==> src/rtl/crc_pkg.sv <==
// Shared definitions for the CRC encoder and the CRC checker: state
// encoding, default generator constants and the single-bit CRC step.
package crc_pkg;

    typedef enum logic [1:0] {
        ST_IDLE  = 2'd0,
        ST_SHIFT = 2'd1,
        ST_DONE  = 2'd2
    } crc_enc_state_t;

    // CRC-8/ATM: x^8 + x^2 + x + 1, register starts at zero
    localparam logic [7:0] CRC_POLY_DEFAULT = 8'h07;
    localparam logic [7:0] CRC_INIT_DEFAULT = 8'h00;

    // Widest CRC the shared step function handles
    localparam int CRC_MAX_W = 64;

    // One MSB-first LFSR step. Operands are left-justified in a
    // CRC_MAX_W-bit word so one function serves every CRC width: the
    // CRC MSB always sits at bit CRC_MAX_W-1 and the unused low bits
    // stay zero through the shift and the XOR.
    function automatic logic [CRC_MAX_W-1:0] crc_step(
        input logic [CRC_MAX_W-1:0] crc,
        input logic                 bit_in,
        input logic [CRC_MAX_W-1:0] poly
    );
        logic fb;
        fb = crc[CRC_MAX_W-1] ^ bit_in;
        return {crc[CRC_MAX_W-2:0], 1'b0} ^ (fb ? poly : '0);
    endfunction

endpackage

==> src/rtl/crc_lfsr.sv <==
// CRC register with a one-bit-per-cycle update; init has priority over step.
module crc_lfsr
    import crc_pkg::*;
#(
    parameter int               CRC_W = 8,
    parameter logic [CRC_W-1:0] POLY  = CRC_W'(CRC_POLY_DEFAULT),
    parameter logic [CRC_W-1:0] INIT  = CRC_W'(CRC_INIT_DEFAULT)
) (
    input  logic             clk,
    input  logic             rst,
    input  logic             init,
    input  logic             step,
    input  logic             bit_in,
    output logic [CRC_W-1:0] crc
);

    localparam int PAD = CRC_MAX_W - CRC_W;

    logic [CRC_W-1:0]     crc_q;
    logic [CRC_W-1:0]     crc_d;
    logic [CRC_MAX_W-1:0] crc_ext;
    logic [CRC_MAX_W-1:0] poly_ext;
    logic [CRC_MAX_W-1:0] stepped;

    // Next CRC value: reload, advance by one data bit, or hold
    always_comb begin
        crc_ext  = CRC_MAX_W'(crc_q) << PAD;
        poly_ext = CRC_MAX_W'(POLY) << PAD;
        stepped  = crc_step(crc_ext, bit_in, poly_ext);
        crc_d    = crc_q;
        if (init) begin
            crc_d = INIT;
        end else if (step) begin
            crc_d = CRC_W'(stepped >> PAD);
        end
    end

    // CRC register, returns to INIT on reset
    always_ff @(posedge clk or posedge rst) begin
        if (rst) begin
            crc_q <= INIT;
        end else begin
            crc_q <= crc_d;
        end
    end

    assign crc = crc_q;

endmodule

==> src/rtl/crc_shift_encoder.sv <==
// Serial CRC encoder for the memory write path: captures a word, folds it
// MSB first into the CRC, emits {data, crc} once and flags mis-sequencing.
module crc_shift_encoder
    import crc_pkg::*;
#(
    parameter int                DATA_W = 8,
    parameter int                CRC_W  = 8,
    parameter logic [CRC_W-1:0]  POLY   = CRC_W'(CRC_POLY_DEFAULT),
    parameter logic [CRC_W-1:0]  INIT   = CRC_W'(CRC_INIT_DEFAULT)
) (
    input  logic                    clk,
    input  logic                    rst,
    input  logic                    load_en,
    input  logic                    shift_en,
    input  logic [DATA_W-1:0]       data_in,
    input  logic                    data_valid,
    output logic [DATA_W+CRC_W-1:0] codeword_out,
    output logic                    codeword_valid,
    output logic [CRC_W-1:0]        crc_out,
    output logic                    shift_done,
    output logic                    protocol_err
);

    localparam int               CNT_W    = $clog2(DATA_W + 1);
    localparam logic [CNT_W-1:0] LAST_CNT = CNT_W'(DATA_W - 1);

    crc_enc_state_t            state_q, state_d;
    logic [DATA_W-1:0]         data_hold_q, data_hold_d;
    logic [DATA_W-1:0]         data_sr_q, data_sr_d;
    logic [CNT_W-1:0]          cnt_q, cnt_d;
    logic [DATA_W+CRC_W-1:0]   codeword_q, codeword_d;
    logic                      codeword_valid_q, codeword_valid_d;
    logic                      shift_done_q, shift_done_d;
    logic                      protocol_err_q, protocol_err_d;
    logic                      lfsr_init;
    logic                      lfsr_step;
    logic [CRC_W-1:0]          crc_w;

    crc_lfsr #(
        .CRC_W (CRC_W),
        .POLY  (POLY),
        .INIT  (INIT)
    ) u_lfsr (
        .clk    (clk),
        .rst    (rst),
        .init   (lfsr_init),
        .step   (lfsr_step),
        .bit_in (data_sr_q[DATA_W-1]),
        .crc    (crc_w)
    );

    // Sequencing: load wins over everything; stray strobes only raise the
    // sticky error and leave state and datapath untouched
    always_comb begin
        state_d          = state_q;
        data_hold_d      = data_hold_q;
        data_sr_d        = data_sr_q;
        cnt_d            = cnt_q;
        codeword_d       = codeword_q;
        codeword_valid_d = 1'b0;
        protocol_err_d   = protocol_err_q;
        lfsr_init        = 1'b0;
        lfsr_step        = 1'b0;

        if (load_en) begin
            data_hold_d    = data_in;
            data_sr_d      = data_in;
            cnt_d          = '0;
            protocol_err_d = 1'b0;
            lfsr_init      = 1'b1;
            state_d        = ST_SHIFT;
        end else begin
            case (state_q)
                ST_IDLE: begin
                    if (shift_en || data_valid) begin
                        protocol_err_d = 1'b1;
                    end
                end
                ST_SHIFT: begin
                    if (shift_en) begin
                        lfsr_step = 1'b1;
                        data_sr_d = {data_sr_q[DATA_W-2:0], 1'b0};
                        cnt_d     = cnt_q + CNT_W'(1);
                        if (cnt_q == LAST_CNT) begin
                            state_d = ST_DONE;
                        end
                    end
                    if (data_valid) begin
                        protocol_err_d = 1'b1;
                    end
                end
                ST_DONE: begin
                    if (data_valid) begin
                        codeword_d       = {data_hold_q, crc_w};
                        codeword_valid_d = 1'b1;
                        state_d          = ST_IDLE;
                    end
                    if (shift_en) begin
                        protocol_err_d = 1'b1;
                    end
                end
                default: begin
                    state_d = ST_IDLE;
                end
            endcase
        end

        shift_done_d = (state_d == ST_DONE);
    end

    // FSM state, datapath registers and registered outputs
    always_ff @(posedge clk or posedge rst) begin
        if (rst) begin
            state_q          <= ST_IDLE;
            data_hold_q      <= '0;
            data_sr_q        <= '0;
            cnt_q            <= '0;
            codeword_q       <= '0;
            codeword_valid_q <= 1'b0;
            shift_done_q     <= 1'b0;
            protocol_err_q   <= 1'b0;
        end else begin
            state_q          <= state_d;
            data_hold_q      <= data_hold_d;
            data_sr_q        <= data_sr_d;
            cnt_q            <= cnt_d;
            codeword_q       <= codeword_d;
            codeword_valid_q <= codeword_valid_d;
            shift_done_q     <= shift_done_d;
            protocol_err_q   <= protocol_err_d;
        end
    end

    assign codeword_out   = codeword_q;
    assign codeword_valid = codeword_valid_q;
    assign crc_out        = crc_w;
    assign shift_done     = shift_done_q;
    assign protocol_err   = protocol_err_q;

endmodule

==> config.mk <==
export PLATFORM = sky130hd
export DESIGN_NAME = crc_shift_encoder
export DESIGN_NICKNAME = d
export VERILOG_FILES = /design/src/rtl/crc_pkg.sv /design/src/rtl/crc_lfsr.sv /design/src/rtl/crc_shift_encoder.sv
export SDC_FILE = /design/constraint.sdc
export NUM_CORES = 1
export LEC_CHECK = 0
export ABC_CLOCK_PERIOD_IN_PS = 4800
export CORE_MARGIN = 2
export CORE_UTILIZATION = 40
export DETAILED_ROUTE_END_ITERATION = 8
export DONT_BUFFER_PORTS = 1
export PLACE_DENSITY = 0.52
export SLEW_MARGIN = 20
export SYNTH_ARGS = -nofsm -noshare
export SYNTH_HDL_FRONTEND = slang
export SYNTH_SLANG_ARGS = --single-unit
==> constraint.sdc <==
create_clock -name clk -period 4.8 [get_ports clk]
set_clock_uncertainty 0.05 [all_clocks]
set_input_delay 0.72 -clock clk [delete_from_list [all_inputs] [get_ports clk]]
set_output_delay 0.72 -clock clk [all_outputs]
set_load 0.02 [all_outputs]
# Word level (Yosys, flattened, before mapping)
# Cells that the tools add are included.
# word_totals
reg_bits,49
latch_bits,0
ram_bits,0
romBits,0
inputBits,13
out_inout_bits,27
elab_cells,55
mem_count,0
# classes
n_addsub,1
multipliers,0
n_div,0
magnitude_cmp,0
eq_ne,7
shift,0
mux,26
bitwise_logic,3
reduce_logical,9
# op_table
op,n
$xor 64x64->64,1
$mux 59,1
$mux 8,5
$mux 4,3
$mux 1,11
$ne 3x3->1 const B,3
$mux 2,4
$pmux 2 s3,1
$reduce_bool 2->1,3
$add 4x1->4 const B,1
$eq 2x2->1 const B,2
$eq 4x3->1 const B,1
$reduce_and 4->1,1
$reduce_bool 4->1,1
$pmux 1 s3,1
$reduce_and 3->1,1
$eq 2x1->1 const B,1
$logic_not 2->1,1
$reduce_and 2->1,1
$logic_or 1x1->1,1
$not 1->1,1
$xor 1x1->1,1

# Longest topological paths before layout
# depth
depth_word,6
mapped_depth,7
mapped_depth_nobuf,5

# Modules after synthesis
# From an unflattened synthesis, not the netlist that was laid out.
# unflattened
hier_cells,189
area_unflattened_um2,2113.3
# modules_own_cells
mod,n_inst,cells_each,area_per_inst_um2,seq_area_each_um2
crc_shift_encoder,1,156,1736.7,1026.0
crc_lfsr,1,33,376.6,200.2

# Least setup slack after synthesis
# OpenSTA, ideal clock, no wires.
# synth_path
path_kind,reg2reg
start,register state_q[1]
end,"register u_lfsr.crc_q[1], in the netlist u_lfsr.crc[1]"
setup_time_ns,0.126
arrival_ns,1.407
required_time_ns,4.624
slack_ns,3.216
stages_incl_launch_ff,7
path_buffers,1
period_less_slack_ns,1.584
path_cell_list,dfrtp_1 > inv_1 > ha_1 > and2_4 > buf_6 > and4_1 > a311o_1
# synth_between
elab_chain_len,4
# synth_lines
element,line_no,rtl
start: declaration,crc_shift_encoder.sv:27,"crc_enc_state_t state_q, state_d;"
start signal: assignment,crc_shift_encoder.sv:123,state_q <= state_d;
$eq 2x1->1,crc_shift_encoder.sv:73,case (state_q)
$mux 1,crc_shift_encoder.sv:73,
$mux 1,crc_shift_encoder.sv:65,if (load_en) begin
$reduce_bool 2->1 (no line),n/a,
end signal: assignment,crc_lfsr.sv:43,crc_q <= crc_d;
end: declaration,crc_lfsr.sv:19,logic [CRC_W-1:0] crc_q;
# Every way passes these cells.
# A chain may end at the register's enable or synchronous reset.

# Worst setup path after layout
# layout_path
start,register state_q[1]
end,register cnt_q[3]
# layout_between
elab_chain_len,3
# layout_lines
element,line_no,rtl
$eq 2x1->1,crc_shift_encoder.sv:73,
$reduce_bool 2->1 (no line),n/a,
$reduce_and 2->1 (no line),n/a,
end signal: assignment,crc_shift_encoder.sv:126,cnt_q <= cnt_d;
end: declaration,crc_shift_encoder.sv:30,"logic [CNT_W-1:0] cnt_q, cnt_d;"
# Every way passes these cells.

==> flow_metrics.tcl <==
set metrics [dict create \
    intPower_mw 0.6177 \
    cp-startpoint "state_q[1]" \
    drv_cap 0 \
    drive_gt1_share_pct 7.368 \
    hpwl_um 2545 \
    reg2reg_depth 5 \
    fp.dieW_um 76.34 \
    nNetsFinal 207 \
    final-setup-viol-count 0 \
    worstMarginPinSlew_ns 0.8291 \
    die_area_um2 5828 \
    fillers 501 \
    coreArea_um2 5075 \
    syn2layout_area_growth_pct 7.472 \
    path_buf_inv 1 \
    cp.arrival_ns 1.93 \
    synth_area_um2 2093 \
    cts_hold_buf 0 \
    drc_errors 0 \
    fin_crit_ns 1.759 \
    io_pins 40 \
    clkLatencyLatePin_ns 0.30 \
    rows 26 \
    yosysWarnings 0 \
    vias 1327 \
    r2r_start "state_q[1]" \
    drtPass1Iterations 4 \
    grt_setup_unrepaired "false" \
    status "finished, final reports clean" \
    crit_fanout 16 \
    wl_per_cell_um 14.27 \
    n_antenna_cell 0 \
    r2r_slack_ns 3.04 \
    power_density_nw_per_um2 354.6 \
    yosysSeqAreaShare_pct 58.58 \
    peakVddDrop_uv 163.9 \
    swShare_pct 22.55 \
    slew_headroom_pct 44.66 \
    power_mw 0.7976 \
    synth_top_cells_by_count "49 x dfrtp_1, 29 x nand2_1, 16 x o21ai_1" \
    clock_power_share_pct 37.8 \
    start_util_pct 41.25 \
    cp_top_family "simple AND/OR/NAND/NOR gates" \
    synth_area_leaders "dfrtp_1 59%, nand2_1 5.2%, mux2_1 4.3%" \
    crit_path_max_incr_delay_ns 0.44 \
    grt_pass1_wl_um 6548 \
    required_ns 4.97 \
    synth_ff_type "dfrtp_1" \
    vias_per_cell 5.104 \
    clockBufferDepth 2 \
    grt_antenna_before_repair 0 \
    synth_edf_count 0 \
    path_clk_slew_ns 0.09 \
    finalSetupTns_ns 0 \
    hp-class "input port to asynchronous set/reset pin" \
    combPwrFrac_pct 6.3 \
    grt_overflow 0 \
    power.leakage_nw 1.080 \
    switching_power_mw 0.1799 \
    cts.repair.resized 0 \
    place_area_um2 2128 \
    drv_slew 0 \
    critPathSlowestCell "dfrtp_1" \
    track_usage_pct 13.79 \
    drtAntennaViolNets 0 \
    async_reset_ff_share_pct 100.0 \
    max_freq_mhz 568.6 \
    postRouteWirelength_um 3710 \
    grt_max_degree 50 \
    drt_iter0_drc 118 \
    syn_avg_cell_area_um2 10.96 \
    grt_pass1_vias 1376 \
    numCtsBuffers 5 \
    finalCritPeriodShare_pct 36.64 \
    yosysUniqueCellTypes 32 \
    path_class "flop to flop" \
    crit_path_end_kind "flop" \
    synth_nets 209 \
    htree_levels 2 \
    finalInstanceArea_um2 2250 \
    hold_viol 0 \
    synth_top_cell_by_area "dfrtp_1" \
    r2r_end "cnt_q[3]" \
    place_congestion 0.7409 \
    synth.most_common_cell "dfrtp_1" \
    crit_path_cell_trace "inv_1 > ha_1 > nand2_2 > or3_1 > a21oi_1" \
    start_kind "flop" \
    cts_setup_buffers 0 \
    netlist_instances 191 \
    root_buffer "clkbuf_8" \
    portBuffers 0 \
    die_y_um 76.34 \
    cts.sinks 49 \
    pwr-share-seq_pct 55.9 \
    cts_tree "done" \
    ys_seq_elements 49 \
    synth_top_area_share_pct 58.58 \
]
-- kinds of logic after synthesis --
group,share of synthesized area [%]
AND/OR/NAND/NOR,13.09
flip-flops,58.58
AO/OA/AOI/OAI,11.42
buffers and inverters,5.020
multiplexers,7.651
adder cells (fa/ha/maj),2.989
XOR/XNOR,1.255
-- how the worst max path moves through the flow --
stage / endpoint / slack [ns] / cells after the start
floorplan: cnt_q[0] / 2.86 / 1
global placement: cnt_q[3] / 3.14 / 5
detailed placement: cnt_q[3] / 3.06 / 5
CTS: cnt_q[3] / 3.04 / 5
global route: cnt_q[3] / 2.92 / 5
finish: cnt_q[3] / 3.04 / 5
-- sequential cells by signal (all words and copies together), names as in the netlist --
signal          cells
codeword_valid      1
state_q             2
cnt_q               4
shift_done          1
data_sr_q           8
data_hold_q         8
protocol_err        1
codeword_out       16
u_lfsr.crc          8
-- layout by cell type (no fill, tap or decap), drive strengths merged, types with 3 or more instances in the layout --
master,synthesis,layout
a21oi,10,10
clkbuf,3,6
dfrtp,49,49
o21ai,26,26
nand2,30,30
ha,5,5
mux2i,7,7
nor2,7,7
mux2,8,8
inv,14,13
or2,3,3
-- power groups by stage --
stage	Clock [mW]	Sequential [mW]	Combinational (mW)
2_1_floorplan	0	0.450	0.0464
3_3_place_gp	0	0.453	0.0496
5_1_grt	0.336	0.448	0.0581
6_report	0.302	0.446	0.0500
4_1_cts	0.313	0.446	0.0514
3_5_place_dp	0	0.454	0.0515
-- worst register-to-register path, delay by kind of cell, from the launching register on --
kind	cells	cell delay, ns
DFF	1	0.44
buffers and inverters	1	0.10
AOI/OAI and AO/OA	1	0.15
adders and majority gates	1	0.27
and+or+nand+nor	2	0.67
-- per-layer routing --
| metal | up-vias | global-route usage [%] | part of all wire, % |
|---|---|---|---|
| met2 | 33 | 22.48 | 49 |
| li1 | 637 | - | - |
| met1 | 651 | 17.75 | 44 |
| met3 | 6 | 4.147 | 5.1 |
| met5 | - | 0 | 0 |
| met4 | 0 | 4.182 | 1.2 |
-- cell type report --
class | instances | area [um2] | share of cell area [%]
Tap cell | 70 | 87.58 | 3.893
Clock buffer | 6 | 82.58 | 3.671
Inverter | 14 | 53.80 | 2.392
Clock inverter | 2 | 37.54 | 1.669
Multi-Input combinational cell | 119 | 762.0 | 33.87
Sequential cell | 49 | 1226 | 54.51
-- through the flow --
| stage | instances | hold WS [ns] | setup WS, ns | util [%] |
|---|---|---|---|---|
| after floorplan | 191 | 0.4331 | 2.857 | - |
| after global placement | 252 | 0.4461 | 3.144 | 41.94 |
| after detailed placement | 252 | 0.4576 | 3.060 | 41.94 |
| after CTS | 260 | 0.4105 | 3.036 | 44.30 |
| after global routing | 260 | 0.3939 | 2.917 | 44.33 |
| final | 260 | 0.3903 | 3.041 | 44.33 |
Power figures use the tool's default switching activity.
